<file path="config.mk">
export PLATFORM = sky130hd
export DESIGN_NAME = mem_loader
export DESIGN_NICKNAME = d
export VERILOG_FILES = /design/src/rtl/mem_loader_pkg.sv /design/src/rtl/mem_loader_counter.sv /design/src/rtl/mem_loader.sv
export SDC_FILE = /design/constraint.sdc
export NUM_CORES = 1
export LEC_CHECK = 0
export CORE_MARGIN = 2
export CORE_UTILIZATION = 50
export CTS_CLUSTER_DIAMETER = 150
export DETAILED_ROUTE_END_ITERATION = 10
export PLACE_DENSITY = 0.85
export SYNTH_ARGS = -nofsm -noshare
export SYNTH_HDL_FRONTEND = slang
export SYNTH_SLANG_ARGS = --single-unit
</file>
<file path="constraint.sdc">
create_clock -name clk -period 6.56 [get_ports clk]
set_input_delay 1.312 -clock clk [delete_from_list [all_inputs] [get_ports clk]]
set_output_delay 1.312 -clock clk [all_outputs]
set_load 0.05 [all_outputs]
</file>
<file path="src/rtl/mem_loader_pkg.sv">
// Shared types and helpers for the boot-time memory loader.
// Holds the loader state encoding, default widths and the checksum accumulator.
package mem_loader_pkg;

    localparam int DEF_W  = 32;
    localparam int CSUM_W = 32;

    typedef enum logic [1:0] {
        IDLE = 2'd0,
        LOAD = 2'd1,
        DONE = 2'd2
    } state_e;

    // Wrapping checksum accumulation of one accepted word.
    function automatic logic [CSUM_W-1:0] csum_add(
        input logic [CSUM_W-1:0] acc,
        input logic [CSUM_W-1:0] word
    );
        csum_add = acc + word;
    endfunction

endpackage

</file>
<file path="src/rtl/mem_loader_counter.sv">
// Remaining-word down-counter paired with the write-address up-counter.
// The address parks on the final word so it can never reach N.
module load_counter
    import mem_loader_pkg::*;
#(
    parameter int N  = 64,
    parameter int AW = $clog2(N),
    parameter int LW = $clog2(N + 1)
) (
    input  logic          clk,
    input  logic          rst,
    input  logic          load,
    input  logic [LW-1:0] load_len,
    input  logic          step,
    output logic [AW-1:0] addr,
    output logic          last,
    output logic          zero
);

    logic [LW-1:0] remaining_r;
    logic [AW-1:0] addr_r;
    logic          last_s;
    logic          zero_s;

    assign last_s = (remaining_r == LW'(1));
    assign zero_s = (remaining_r == {LW{1'b0}});

    // Load both counters on start; advance them once per accepted word.
    always_ff @(posedge clk) begin
        if (rst) begin
            remaining_r <= {LW{1'b0}};
            addr_r      <= {AW{1'b0}};
        end else if (load) begin
            remaining_r <= load_len;
            addr_r      <= {AW{1'b0}};
        end else if (step && !zero_s) begin
            remaining_r <= remaining_r - LW'(1);
            if (!last_s) begin
                addr_r <= addr_r + AW'(1);
            end
        end
    end

    assign addr = addr_r;
    assign last = last_s;
    assign zero = zero_s;

endmodule

</file>
<file path="src/rtl/mem_loader.sv">
// Streams firmware words into consecutive memory addresses through a registered
// write port, keeping a wrapping checksum and done/error/abort status pulses.
module mem_loader
    import mem_loader_pkg::*;
#(
    parameter  int N  = 64,
    parameter  int W  = DEF_W,
    localparam int AW = $clog2(N),
    localparam int LW = $clog2(N + 1)
) (
    input  logic              clk,
    input  logic              rst,
    input  logic              start,
    input  logic [LW-1:0]     length,
    input  logic              abort,
    input  logic [W-1:0]      in_data,
    input  logic              in_valid,
    output logic              in_ready,
    output logic              wr_en,
    output logic [AW-1:0]     wr_addr,
    output logic [W-1:0]      wr_data,
    output logic              busy,
    output logic              done,
    output logic              error,
    output logic              aborted,
    output logic [CSUM_W-1:0] checksum
);

    state_e state_r;
    state_e next_s;

    logic in_ready_s;
    logic accept_s;
    logic load_s;
    logic clear_csum_s;
    logic len_err_s;
    logic abort_s;

    logic [AW-1:0] cnt_addr_s;
    logic          cnt_last_s;
    logic          cnt_zero_s;

    logic              wr_en_r;
    logic [AW-1:0]     wr_addr_r;
    logic [W-1:0]      wr_data_r;
    logic              error_r;
    logic              aborted_r;
    logic [CSUM_W-1:0] checksum_r;

    load_counter #(
        .N  (N),
        .AW (AW),
        .LW (LW)
    ) u_load_counter (
        .clk      (clk),
        .rst      (rst),
        .load     (load_s),
        .load_len (length),
        .step     (accept_s),
        .addr     (cnt_addr_s),
        .last     (cnt_last_s),
        .zero     (cnt_zero_s)
    );

    // State register.
    always_ff @(posedge clk) begin
        if (rst) begin
            state_r <= IDLE;
        end else begin
            state_r <= next_s;
        end
    end

    // Next-state decode and handshake; abort outranks a word arriving in the same cycle.
    always_comb begin
        next_s       = state_r;
        in_ready_s   = 1'b0;
        accept_s     = 1'b0;
        load_s       = 1'b0;
        clear_csum_s = 1'b0;
        len_err_s    = 1'b0;
        abort_s      = 1'b0;
        case (state_r)
            IDLE: begin
                if (start) begin
                    if (length == {LW{1'b0}}) begin
                        next_s       = DONE;
                        clear_csum_s = 1'b1;
                    end else if (length <= LW'(N)) begin
                        next_s       = LOAD;
                        load_s       = 1'b1;
                        clear_csum_s = 1'b1;
                    end else begin
                        next_s    = IDLE;
                        len_err_s = 1'b1;
                    end
                end else begin
                    next_s = IDLE;
                end
            end
            LOAD: begin
                in_ready_s = 1'b1;
                if (cnt_zero_s) begin
                    // Nothing left to load can only mean corrupted state: refuse words and recover.
                    in_ready_s = 1'b0;
                    next_s     = IDLE;
                end else if (abort) begin
                    abort_s = 1'b1;
                    next_s  = IDLE;
                end else if (in_valid) begin
                    accept_s = 1'b1;
                    if (cnt_last_s) begin
                        next_s = DONE;
                    end else begin
                        next_s = LOAD;
                    end
                end else begin
                    next_s = LOAD;
                end
            end
            DONE: begin
                next_s = IDLE;
            end
            default: begin
                next_s = IDLE;
            end
        endcase
    end

    // Registered write port, status pulses and checksum.
    always_ff @(posedge clk) begin
        if (rst) begin
            wr_en_r    <= 1'b0;
            wr_addr_r  <= {AW{1'b0}};
            wr_data_r  <= {W{1'b0}};
            error_r    <= 1'b0;
            aborted_r  <= 1'b0;
            checksum_r <= {CSUM_W{1'b0}};
        end else begin
            wr_en_r   <= accept_s;
            error_r   <= len_err_s;
            aborted_r <= abort_s;
            if (accept_s) begin
                wr_addr_r <= cnt_addr_s;
                wr_data_r <= in_data;
            end
            if (clear_csum_s) begin
                checksum_r <= {CSUM_W{1'b0}};
            end else if (accept_s) begin
                checksum_r <= csum_add(checksum_r, CSUM_W'(in_data));
            end
        end
    end

    assign in_ready = in_ready_s;
    assign wr_en    = wr_en_r;
    assign wr_addr  = wr_addr_r;
    assign wr_data  = wr_data_r;
    assign busy     = (state_r == LOAD) || (state_r == DONE);
    assign done     = (state_r == DONE);
    assign error    = error_r;
    assign aborted  = aborted_r;
    assign checksum = checksum_r;

endmodule

</file>
; Yosys cells after proc, flatten, opt, wreduce, memory -nomap -nowiden
; Index checks and enable logic that the tools add are counted.
; W data, S select, Z words.
[classes]
order_cmp = 1
n_addsub = 3
bitwise = 4
mux = 25
eq_ne = 3
n_reduce_logical = 12
[op_table]
columns = cell, count
row1 = $add A32 B32 Y32, 1
row2 = $mux W1, 16
row3 = $logic_not A7 Y1, 2
row4 = $mux W7, 2
row5 = $mux W2, 6
row6 = $eq A7 B1 Y1 const B, 1
row7 = $le A7 B7 Y1 const B, 1
row8 = $sub A7 B1 Y7 const B, 1
row9 = $add A6 B1 Y6 const B, 1
row10 = $not A1 Y1, 4
row11 = $pmux W2 S2, 1
row12 = $reduce_or A2 Y1, 2
row13 = $reduce_or A4 Y1, 1
row14 = $reduce_or A3 Y1, 1
row15 = $eq A2 B1 Y1 const B, 1
row16 = $eq A2 B2 Y1 const B, 1
row17 = $logic_not A2 Y1, 1
row18 = $reduce_and A2 Y1, 1
row19 = $reduce_bool A2 Y1, 1
row20 = $logic_and A1 B1 Y1, 1
row21 = $logic_not A1 Y1, 1
row22 = $logic_or A1 B1 Y1, 1
[word_totals]
out_inout_bits = 76
register_bits = 88
inputBits = 44
word_cells = 57

; Depth between registers and ports, before layout
; Gate-level depths: netlist of the first run.
[depth]
word_depth = 7
depth_mapped = 10
ltp_nobuf = 10

; Hierarchy
; Synthesis of the first run repeated with hierarchy kept, for this count alone.
[hier_totals]
hier_cells = 640
hier_area_um2 = 5022.3
[modules_own_cells]
columns = module, cells_each, area_each_um2, seq_area_each_um2, instances
row1 = mem_loader, 549, 4271.6, 1501.4, 1
row2 = load_counter, 91, 750.7, 260.2, 1

; Worst setup path after synthesis of the first run
; OpenSTA, ideal clock, no wires.
[synth_path]
path_type = input port to flip-flop
start = input in_data[0]
end = register checksum_r[26], in the netlist checksum[26]
setup_time_ns = 0.122
arrival_ns = 3.406
path_stages = 10
slack_ns = 3.032
required_time_ns = 6.438
n_path_buf = 0
path_cell_list = ha_1 > fa_1 > a21oi_1 > o211ai_2 > nand3_1 > a211oi_1 > a211oi_1 > nor3_1 > mux2i_1 > a311o_1
[synth_between]
elab_chain_cells = 1
[synth_rtl]
columns = item, line
row1 = start: declaration, mem_loader.sv:16  ; input logic [W-1:0] in_data,
row2 = $add A32 B32 Y32, mem_loader_pkg.sv:19  ; csum_add = acc + word;
row3 = end signal: assignment, mem_loader.sv:138  ; checksum_r <= {CSUM_W{1'b0}};
row4 = end signal: assignment, mem_loader.sv:148  ; checksum_r <= {CSUM_W{1'b0}};
row5 = end signal: assignment, mem_loader.sv:150  ; checksum_r <= csum_add(checksum_r, CSUM_W'(in_data));
row6 = end: declaration, mem_loader.sv:48  ; logic [CSUM_W-1:0] checksum_r;
; Every way passes these cells.
; A chain may end at the register's enable or synchronous reset.

; Worst setup path after layout of the first run
; Ends and elaborated chain as after synthesis.

==> run summary, run 1 <==
Mapped Cells: 626
Syn Nets: 709
r2r worst-path depth: 8
chip width: 104 µm
clock latency on the worst-skew pair: 0.37 ns
reg2reg start: u_load_counter.remaining_r[2]
number of port buffers: 119
Max VDD drop: 0.000110 V
Final nets: 811
Clock Power Share: 39.3%
Synth Warn #: 0
Pre-antenna DRT Iters: 4
top_reg_cell synth: dfxtp_1
clk root buf: clkbuf_8
Highest Signal Layer: met4
sw frac: 25.7%
Leakage: 2.46 nW
CTS tree: built
Synth cell types: 62
die height: 104 µm
final total power: 1.17 mW
site row count: 36
ANT nets after route: 0
sequential power share: 46.7%
Crit path max-delay family: compound AO/OA/AOI/OAI gates
vias in the first global route: 4658
setup bufs post-CTS: 0
FMAX: 251 MHz
critical path startpoint category: primary input
final slew viol count: 0
CTS resizes: 0
clock transition at the registers of the reported paths: 0.08 ns
final worst slack: 2.58 ns
Antenna Cells: 0
number of CTS-inserted buffers: 9
hold path cells: 2
status: finished clean
WP data arrival: 4.24 ns
Clock Sinks: 88
post-synthesis sequential area ratio: 35.3%
worst r2r dst: checksum[26]
critical path's largest stage delay: 0.48 ns
CP Cell Sequence: clkdlybuf4s50_1 -> ha_1 -> fa_1 -> a21oi_1 -> o211ai_2 -> nand3_1 -> a211oi_1 -> a211oi_1 -> nor3_1 -> mux2i_1 -> a311o_1
die area: 10800 µm²
Core ar.: 9730 µm²
Iteration-0 DRC Markers: 184
WL met1: 5.67 mm
final setup vio count: 0
Logic pwr share: 14.0%
routed via count: 4837
fin crit period: 3.98 ns
Buffers & Inverters on Critical Path: 1
Crit-path slowest cell: a211oi_1
initial antenna violation count: 0
gp weighted congestion: 0.948
min-delay src: wr_addr[5]
I/O Pins: 120
switching power: 0.302 mW
Slew headroom: 51.1%
share of cells above drive strength 1: 5.87%
maxcap violations: 0
number of synthesized flops with an enable pin: 0
WS Path Type: in2reg
dpl ws: 2.25 ns
Worst path most repeated cell: a211oi_1
RSZ-0062 raised after global routing: false
worst slew pin tran: 0.734 ns
WL met2: 6.58 mm
ys async rst share: 0%
maximum fanout along the worst path: 4
fin crit share: 60.7%
Vias per Instance: 5.59
GRT overflow: 0
post-synthesis cell area: 4990 µm²
Max clock buf depth: 2
global-route wire length before repair: 21.9 mm
area grow syn2layout: 28.8%
largest net degree at the start of global routing: 72
Crit. End Element: flip-flop
final hold violation count: 0
WL final: 13.2 mm
met3 wire len: 741 µm
H-tree levels: 3
R2R setup slack: 3.51 ns
Avg Inst Size Synth: 7.98 µm²
setup TNS: 0 ns
worst min-delay path class: reg2reg
P per Cell Area: 182 nW/µm²
Initial Utilization: 51.3%
number of remaining DRC errors: 0
Critical Path RT: 6.82 ns
Synth Register Bits: 88
gr usage total: 24.5%
cts hold-fix bufs: 0
Hold Path End: wr_addr[5]
HPWL Detailed: 9.36 mm
cell-internal power: 0.872 mW
final worst clock skew: 0.00954 ns
routed length per instance: 15.2 µm
==> synth_stat cells, types with 4 or more instances <==
cell	n	share of area, %
a211oi_1	12	1.8
a21o_1	14	2.1
a21oi_1	88	8.8
a31oi_1	6	0.75
buf_4	8	1.2
clkbuf_1	18	1.4
dfxtp_1	88	35
ha_1	38	9.5
inv_1	10	0.75
mux2i_1	4	0.80
nand2_1	151	11
nand2b_1	4	0.50
nand3_1	14	1.4
nand4_1	5	0.63
nor2_1	32	2.4
nor3_1	9	0.90
nor4_1	5	0.63
o21ai_0	18	1.8
xnor2_1	22	3.9
xor2_1	13	2.3
==> power groups by stage <==
stage	sequential (mW)	clock (mW)	combinational, mW
3_5_place_dp	0.561	0	0.162
3_3_place_gp	0.561	0	0.158
6_report	0.549	0.461	0.164
4_1_cts	0.549	0.469	0.163
5_1_grt	0.550	0.493	0.177
2_1_floorplan	0.576	0	0.0871
==> registers in the layout (all words and copies together), names as in the netlist <==
name / count
aborted: 1
state_r: 2
u_load_counter.remaining_r: 7
wr_addr: 6
error: 1
wr_en: 1
checksum: 32
u_load_counter.addr: 6
wr_data: 32
==> area by class of cell <==
cell class,instances,area [µm²]
clock buffer,10,138
clock inverter,5,104
fill,816,3300
inverter,10,37.5
multi-input combinational,496,3010
sequential,88,1760
tap,133,166
timing repair buffer,123,1220
==> through the flow <==
stage / hold slack [ns] / instance area, µm² / cells / util [%]
2_1_floorplan: 0.444 / 4990 / 626 / -
3_3_place_gp: 0.440 / 6190 / 850 / 63.6
3_5_place_dp: 0.446 / 6190 / 850 / 63.6
4_1_cts: 0.457 / 6430 / 865 / 66.1
5_1_grt: 0.476 / 6430 / 865 / 66.1
6_report: 0.457 / 6430 / 865 / 66.1
==> routing by layer <==
layer  track usage [%]  vias to the layer above
met3              4.64                       18
met2              41.8                      154
li1                  -                     2390
met4              9.75                        0
met1              30.4                     2275
met5                 0                        -
==> layout by cell type, fill, tap and decap left out, types with 3 or more instances in the layout <==
cell type          n
dfxtp_1           88
and2_1             3
a21oi_1           88
o21bai_1           3
buf_4              4
ha_1              38
clkbuf_8          10
inv_1             10
xnor2_1           22
clkdlybuf4s50_1  118
nand4_1            5
nand2b_1           4
nand2_1          151
nor2_1            32
a21oi_2            3
nor3_1             9
nor4_1             5
a31oi_1            6
a211oi_1          12
bufinv_16          3
xor2_1            13
mux2i_1            4
nand3_1           14
nor3b_1            3
o21ai_0           18
a21o_1            14
o211ai_1           3
or3_1              3
==> worst max path at each step <==
stage / from / to / cells past startpoint / slack, ns
final: in_data[0] / checksum[26] / 11 / 2.58
after global routing: in_data[0] / checksum[26] / 11 / 2.37
after CTS: in_data[0] / checksum[26] / 11 / 2.63
after detailed placement: in_data[0] / checksum[26] / 11 / 2.25
after global placement: in_data[0] / checksum[26] / 11 / 2.31
after floorplan: in_data[0] / checksum[26] / 10 / 3.03
==> cell families after synthesis <==
kind of cell               share of synthesized area, %
and+or+nand+nor                                    21.7
AOI/OAI and AO/OA                                  21.6
DFF                                                35.3
buffers and inverters                              4.56
adders and majority gates                          9.92
xor gates and xnor gates                           6.14
muxes                                             0.802
==> worst register-to-register path, stage by stage, from the launching register on <==
cell and delay (ns):
dfxtp_1 0.37, or4_4 0.57, o31ai_4 0.32, nor2_2 0.08, nand2_2 0.50, buf_4 0.54
or3_1 0.19, mux2i_1 0.07, a311o_1 0.31
Power figures use the tool's default switching activity.
==> inputs of run 2 (changes only) <==
- clock period: 6.56 -> 3.85 ns (I/O delays scaled with it)
==> run 2 against run 1 <==
  * Die area is the same
  * Final cell count grew 0.35%
  * First-iteration DRC count increased by 3.3%
  * Via count up 0.48%
  * Cell area fell by 0.29%
  * Count of clock-buffer cells in the layout is 2 higher
  * Sequential share of layout area increased by 0.080 points
  * Hold slack improved by 0.0015 ns
  * Register-to-register slack worse by 2.4 ns
  * Sequential power is 70% higher
  * Combinational power rose by 71%
  * Critical endpoint unchanged
==> run summary, run 2 (synthesis results as in run 1) <==
status: finished clean (unchanged)
Slew headroom: 41.8% (was 51.1%)
commonest cells after routing, fill and taps aside: nand2_1, clkdlybuf4s50_1, a21oi_1, dfxtp_1, ha_1 (unchanged)
WL final: 13.1 mm (was 13.2 mm)
crit path to: checksum[26] (unchanged)
I/O Pins: 120 (unchanged)
area grow syn2layout: 28.5% (was 28.8%)
Initial Utilization: 51.3% (unchanged)
clock transition at the registers of the reported paths: 0.09 ns (was 0.08 ns)
P per Cell Area: 289 nW/µm² (was 182 nW/µm²)
die height: 104 µm (unchanged)
fin crit share: 84.2%
Critical Path Source: in_data[0] (unchanged)
Crit-path slowest cell: clkdlybuf4s50_1 (was a211oi_1)
dpl ws: 0.279 ns (was 2.25 ns)
routed length per instance: 15.1 µm (was 15.2 µm)
global-route wire length before repair: 21.6 mm (was 21.9 mm)
sequential power share: 50.5% (was 46.7%)
site row count: 36 (unchanged)
routed via count: 4860 (was 4837)
R2R setup slack: 1.13 ns (was 3.51 ns)
WS Path Type: in2reg (unchanged)
initial antenna violation count: 0 (unchanged)
sw frac: 26.8% (was 25.7%)
Critical Path RT: 4.10 ns (was 6.82 ns)
Non-Filler Cell Area, Final: 6410 µm² (was 6430 µm²)
r2r worst-path depth: 10 (was 8)
final slew viol count: 0 (unchanged)
Clock Power Share: 34.4% (was 39.3%)
Logic pwr share: 15.2% (was 14.0%)
HPWL Detailed: 9.68 mm (was 9.36 mm)
largest net degree at the start of global routing: 72 (unchanged)
final hold violation count: 0 (unchanged)
Antenna Cells: 0 (unchanged)
final worst clock skew: 0.00909 ns (was 0.00954 ns)
setup TNS: 0 ns (unchanged)
most common cell after layout, fill and taps aside: nand2_1 (unchanged)
worst min-delay path class: reg2reg (unchanged)
GRT overflow: 0 (unchanged)
Leakage: 2.44 nW (was 2.46 nW)
Max VDD drop: 0.000197 V (was 0.000110 V)
fin crit period: 3.24 ns
critical path's largest stage delay: 0.42 ns (was 0.48 ns)
worst slew pin tran: 0.869 ns (was 0.734 ns)
FMAX: 308 MHz
number of port buffers: 119 (unchanged)
cell-internal power: 1.36 mW (was 0.872 mW)
placed cells: 853 (was 850)
maximum fanout along the worst path: 4 (unchanged)
setup bufs post-CTS: 0 (unchanged)
Pre-antenna DRT Iters: 5 (was 4)
switching power: 0.497 mW (was 0.302 mW)
chip width: 104 µm (unchanged)
Clock Sinks: 88 (unchanged)
H-tree levels: 3 (unchanged)
CTS resizes: 0 (unchanged)
die area: 10800 µm² (unchanged)
RSZ-0062 raised after global routing: false (unchanged)
vias in the first global route: 4673 (was 4658)
final total power: 1.85 mW (was 1.17 mW)
worst r2r dst: checksum[26] (unchanged)
clk root buf: clkbuf_8 (unchanged)
number of CTS-inserted buffers: 9 (unchanged)
Crit. End Element: flip-flop (unchanged)
Vias per Instance: 5.60 (was 5.59)
Max clock buf depth: 2 (unchanged)
area post-placement: 6230 µm² (was 6190 µm²)
cts hold-fix bufs: 0 (unchanged)
Core ar.: 9730 µm² (unchanged)
critical path startpoint category: primary input (unchanged)
Finished Core Util: 65.9% (was 66.1%)
final worst slack: 0.608 ns (was 2.58 ns)
Final nets: 814 (was 811)
gr usage total: 23.6% (was 24.5%)
ANT nets after route: 0 (unchanged)
Worst path most repeated cell: a211oi_1 (unchanged)
maxcap violations: 0 (unchanged)
Non-Filler Instances: 868 (was 865)
CP Cell Sequence: clkdlybuf4s50_1 -> ha_1 -> fa_1 -> a21oi_1 -> o211ai_2 -> nand3_1 -> a211oi_1 -> a211oi_1 -> nor3_1 -> mux2i_1 -> a311o_1 (unchanged)
share of cells above drive strength 1: 5.99% (was 5.87%)
number of remaining DRC errors: 0 (unchanged)
WHS: 0.458 ns (was 0.457 ns)
gp weighted congestion: 0.951 (was 0.948)
WP data arrival: 3.49 ns (was 4.24 ns)
CTS tree: built (unchanged)
reg2reg start: checksum[0] (was u_load_counter.remaining_r[2])
Iteration-0 DRC Markers: 190 (was 184)
clock latency on the worst-skew pair: 0.35 ns (was 0.37 ns)
final setup vio count: 0 (unchanged)
[run 2: worst min path at each step]
stage / start / end / slack [ns] / cells after the start
2_1_floorplan: u_load_counter.addr[5] / wr_addr[5] / 0.44 / 2
3_3_place_gp: wr_data[11] / wr_data[11] / 0.44 / 2
3_5_place_dp: wr_data[3] / wr_data[3] / 0.45 / 2
4_1_cts: wr_data[6] / wr_data[6] / 0.46 / 2
5_1_grt: wr_data[7] / wr_data[7] / 0.48 / 2
6_report: wr_data[7] / wr_data[7] / 0.46 / 2
[run 2: power groups by stage]
stage               clock network (mW)  registers (mW)  logic [mW]
floorplan                            0           0.982       0.148
global placement                     0           0.955       0.270
detailed placement                   0           0.956       0.278
CTS                              0.649           0.935       0.280
global route                     0.676           0.937       0.304
finish                           0.637           0.935       0.281
[run 2: worst max-delay path: cells and delay by family]
kind	cells	cell delay, ns
and+or+nand+nor	2	0.32
adders and majority gates	2	0.65
buffers and inverters	1	0.42
AOI/OAI and AO/OA	5	1.19
muxes	1	0.14
[run 2: layout make-up]
type | instances | area [µm²]
well taps | 133 | 166
flip-flops and latches | 88 | 1760
repair buffers | 126 | 1250
clock buffers | 12 | 145
clock inverters | 3 | 42.5
fillers | 837 | 3310
multi-input cells | 496 | 3010
inverters | 10 | 37.5
[run 2: layer usage]
| layer | vias to the layer above | track usage (%) | part of all wire, % |
|---|---|---|---|
| li1 | 2390 | - | - |
| met1 | 2305 | 29.7 | 44 |
| met2 | 156 | 41.4 | 50 |
| met3 | 9 | 4.14 | 5.1 |
| met4 | 0 | 6.76 | 0.58 |
| met5 | - | 0 | 0 |
==> inputs of run 3 (changes only) <==
- clock period: 3.85 -> 3 ns (I/O delays scaled with it)
==> run 3 against run 2 <==
  * Total power up 38%
  * Count of clock-buffer cells in the layout is 1 lower
  * Sequential cell count did not move
  * Utilization up 4.3 points
  * Register-to-register slack got worse by 0.65 ns
  * Final cell count is 5.6% higher
  * Global-route usage rose by 1.2 points
  * Setup slack worse by 0.50 ns
  * Sequential power rose by 28%
  * Critical path depth is the same
  * First-iteration DRC count is 3.7% lower
  * Largest cell class unchanged
  * Largest power group unchanged
==> run summary, run 3 (synthesis results as in run 1) <==
status: finished clean (unchanged)
Crit. End Element: flip-flop (unchanged)
die height: 104 µm (unchanged)
switching power: 0.672 mW (was 0.497 mW)
worst slew pin tran: 0.769 ns (was 0.869 ns)
I/O Pins: 120 (unchanged)
maximum fanout along the worst path: 3 (was 4)
number of CTS-inserted buffers: 9 (unchanged)
r2r worst-path depth: 10 (unchanged)
Finished Core Util: 70.2% (was 65.9%)
share of cells above drive strength 1: 12.5% (was 5.99%)
global-route wire length before repair: 22.5 mm (was 21.6 mm)
CTS tree: built (unchanged)
Vias per Instance: 5.47 (was 5.60)
ANT nets after route: 0 (unchanged)
Logic pwr share: 15.7% (was 15.2%)
Critical Path Source: in_data[0] (unchanged)
Critical Path RT: 3.26 ns (was 4.10 ns)
final setup vio count: 0 (unchanged)
reg2reg start: checksum[0] (unchanged)
cell-internal power: 1.88 mW (was 1.36 mW)
clock latency on the worst-skew pair: 0.36 ns (was 0.35 ns)
Antenna Cells: 0 (unchanged)
Max VDD drop: 0.000224 V (was 0.000197 V)
number of remaining DRC errors: 0 (unchanged)
most common cell after layout, fill and taps aside: nand2_1 (unchanged)
Initial Utilization: 51.3% (unchanged)
GRT overflow: 0 (unchanged)
WHS: 0.456 ns (was 0.458 ns)
Final nets: 862 (was 814)
area post-placement: 6590 µm² (was 6230 µm²)
routed via count: 5015 (was 4860)
site row count: 36 (unchanged)
number of port buffers: 119 (unchanged)
Iteration-0 DRC Markers: 183 (was 190)
WS Path Type: in2reg (unchanged)
Max clock buf depth: 2 (unchanged)
gr usage total: 24.9% (was 23.6%)
gp weighted congestion: 0.936 (was 0.951)
Non-Filler Cell Area, Final: 6830 µm² (was 6410 µm²)
worst min-delay path class: reg2reg (unchanged)
initial antenna violation count: 0 (unchanged)
setup bufs post-CTS: 0 (unchanged)
Clock Power Share: 37.3% (was 34.4%)
fin crit period: 2.89 ns
largest net degree at the start of global routing: 72 (unchanged)
Leakage: 2.71 nW (was 2.44 nW)
final worst clock skew: 0.00938 ns (was 0.00909 ns)
final slew viol count: 0 (unchanged)
H-tree levels: 3 (unchanged)
critical path startpoint category: primary input (unchanged)
setup TNS: 0 ns (unchanged)
maxcap violations: 0 (unchanged)
HPWL Detailed: 10.1 mm (was 9.68 mm)
Clock Sinks: 88 (unchanged)
die area: 10800 µm² (unchanged)
fin crit share: 96.3%
vias in the first global route: 4928 (was 4673)
sequential power share: 47.0% (was 50.5%)
P per Cell Area: 374 nW/µm² (was 289 nW/µm²)
sw frac: 26.3% (was 26.8%)
clock transition at the registers of the reported paths: 0.09 ns (about the same)
Pre-antenna DRT Iters: 4 (was 5)
WL final: 13.6 mm (was 13.1 mm)
WP data arrival: 3.14 ns (was 3.49 ns)
final hold violation count: 0 (unchanged)
hold path cells: 2 (unchanged)
clk root buf: clkbuf_8 (unchanged)
routed length per instance: 14.8 µm (was 15.1 µm)
area grow syn2layout: 36.8% (was 28.5%)
min-delay src: wr_data[25] (was wr_data[7])
chip width: 104 µm (unchanged)
commonest cells after routing, fill and taps aside: nand2_1, clkdlybuf4s50_1, dfxtp_1 (was nand2_1, clkdlybuf4s50_1, a21oi_1, dfxtp_1, ha_1)
FMAX: 346 MHz
Fillers: 807 (was 837)
Core ar.: 9730 µm² (unchanged)
Slew headroom: 48.5% (was 41.8%)
[run 3: cell types whose count changed in the layout (fill, tap and decap cells not counted), sizes merged]
cell	delta
clkinv	+2
buf	+48
clkbuf	-1
dlygate4sd2	+1
bufinv	+1
clkdlybuf4s50	-1
clkinvlp	-1
[run 3: per-layer routing]
| metal | vias to the layer above | wire (µm) | global-route usage, % |
|---|---|---|---|
| met5 | - | 0 | 0 |
| met2 | 148 | 6760 | 44.2 |
| met4 | 0 | 139 | 7.24 |
| met3 | 18 | 713 | 4.45 |
| li1 | 2487 | - | - |
| met1 | 2362 | 5970 | 30.7 |
[run 3: timing repair]
| action | in CTS | in global routing |
|---|---|---|
| hold buffers | 0 | 0 |
| resized for setup | 1 | 4 |
| pin swaps | 0 | 1 |
| endpoints found under the setup margin | 1 | 8 |
| hold endpoints to repair | 0 | 0 |
[run 3: area by class of cell]
class	instances	area, µm²	area share (%)
Timing Repair Buffer	174	1610	23.6
Sequential cell	88	1760	25.8
Tap cell	133	166	2.44
Clock buffer	11	151	2.22
Clock inverter	5	78.8	1.15
Inverter	10	37.5	0.550
Multi-Input combinational cell	496	3020	44.3
[run 3: through the flow]
stage	cells	power [mW]	setup WS, ns
2_1_floorplan	626	1.45	0.184
3_3_place_gp	901	1.61	-0.348
3_5_place_dp	901	1.62	-0.372
4_1_cts	917	2.57	0.00239
5_1_grt	917	2.66	-0.0108
6_report	917	2.55	0.111
[run 3: path summary, 6_finish.rpt]
kind / endpoint / slack, ns
worst max register to register: checksum[26] / 0.48
worst max-delay path: checksum[26] / 0.11
worst min register to register: wr_data[25] / 0.46
worst min-delay path: wr_data[25] / 0.46
[run 3: critical path, stage by stage]
cell and delay, ns:
clkdlybuf4s50_1 0.43, ha_1 0.25, fa_1 0.43, a21oi_2 0.20, o211ai_2 0.11, nand3_1 0.17, a211oi_1 0.12, a211oi_2 0.28
nor3_1 0.11, mux2i_1 0.13, a311o_1 0.31
[run 3: power groups by stage]
stage                     clock (mW)  sequential, mW  combinational, mW
after floorplan                    0            1.26              0.190
after global placement             0            1.23              0.386
after detailed placement           0            1.23              0.396
after CTS                      0.971            1.20              0.399
after global routing            1.02            1.20              0.434
final                          0.951            1.20              0.402
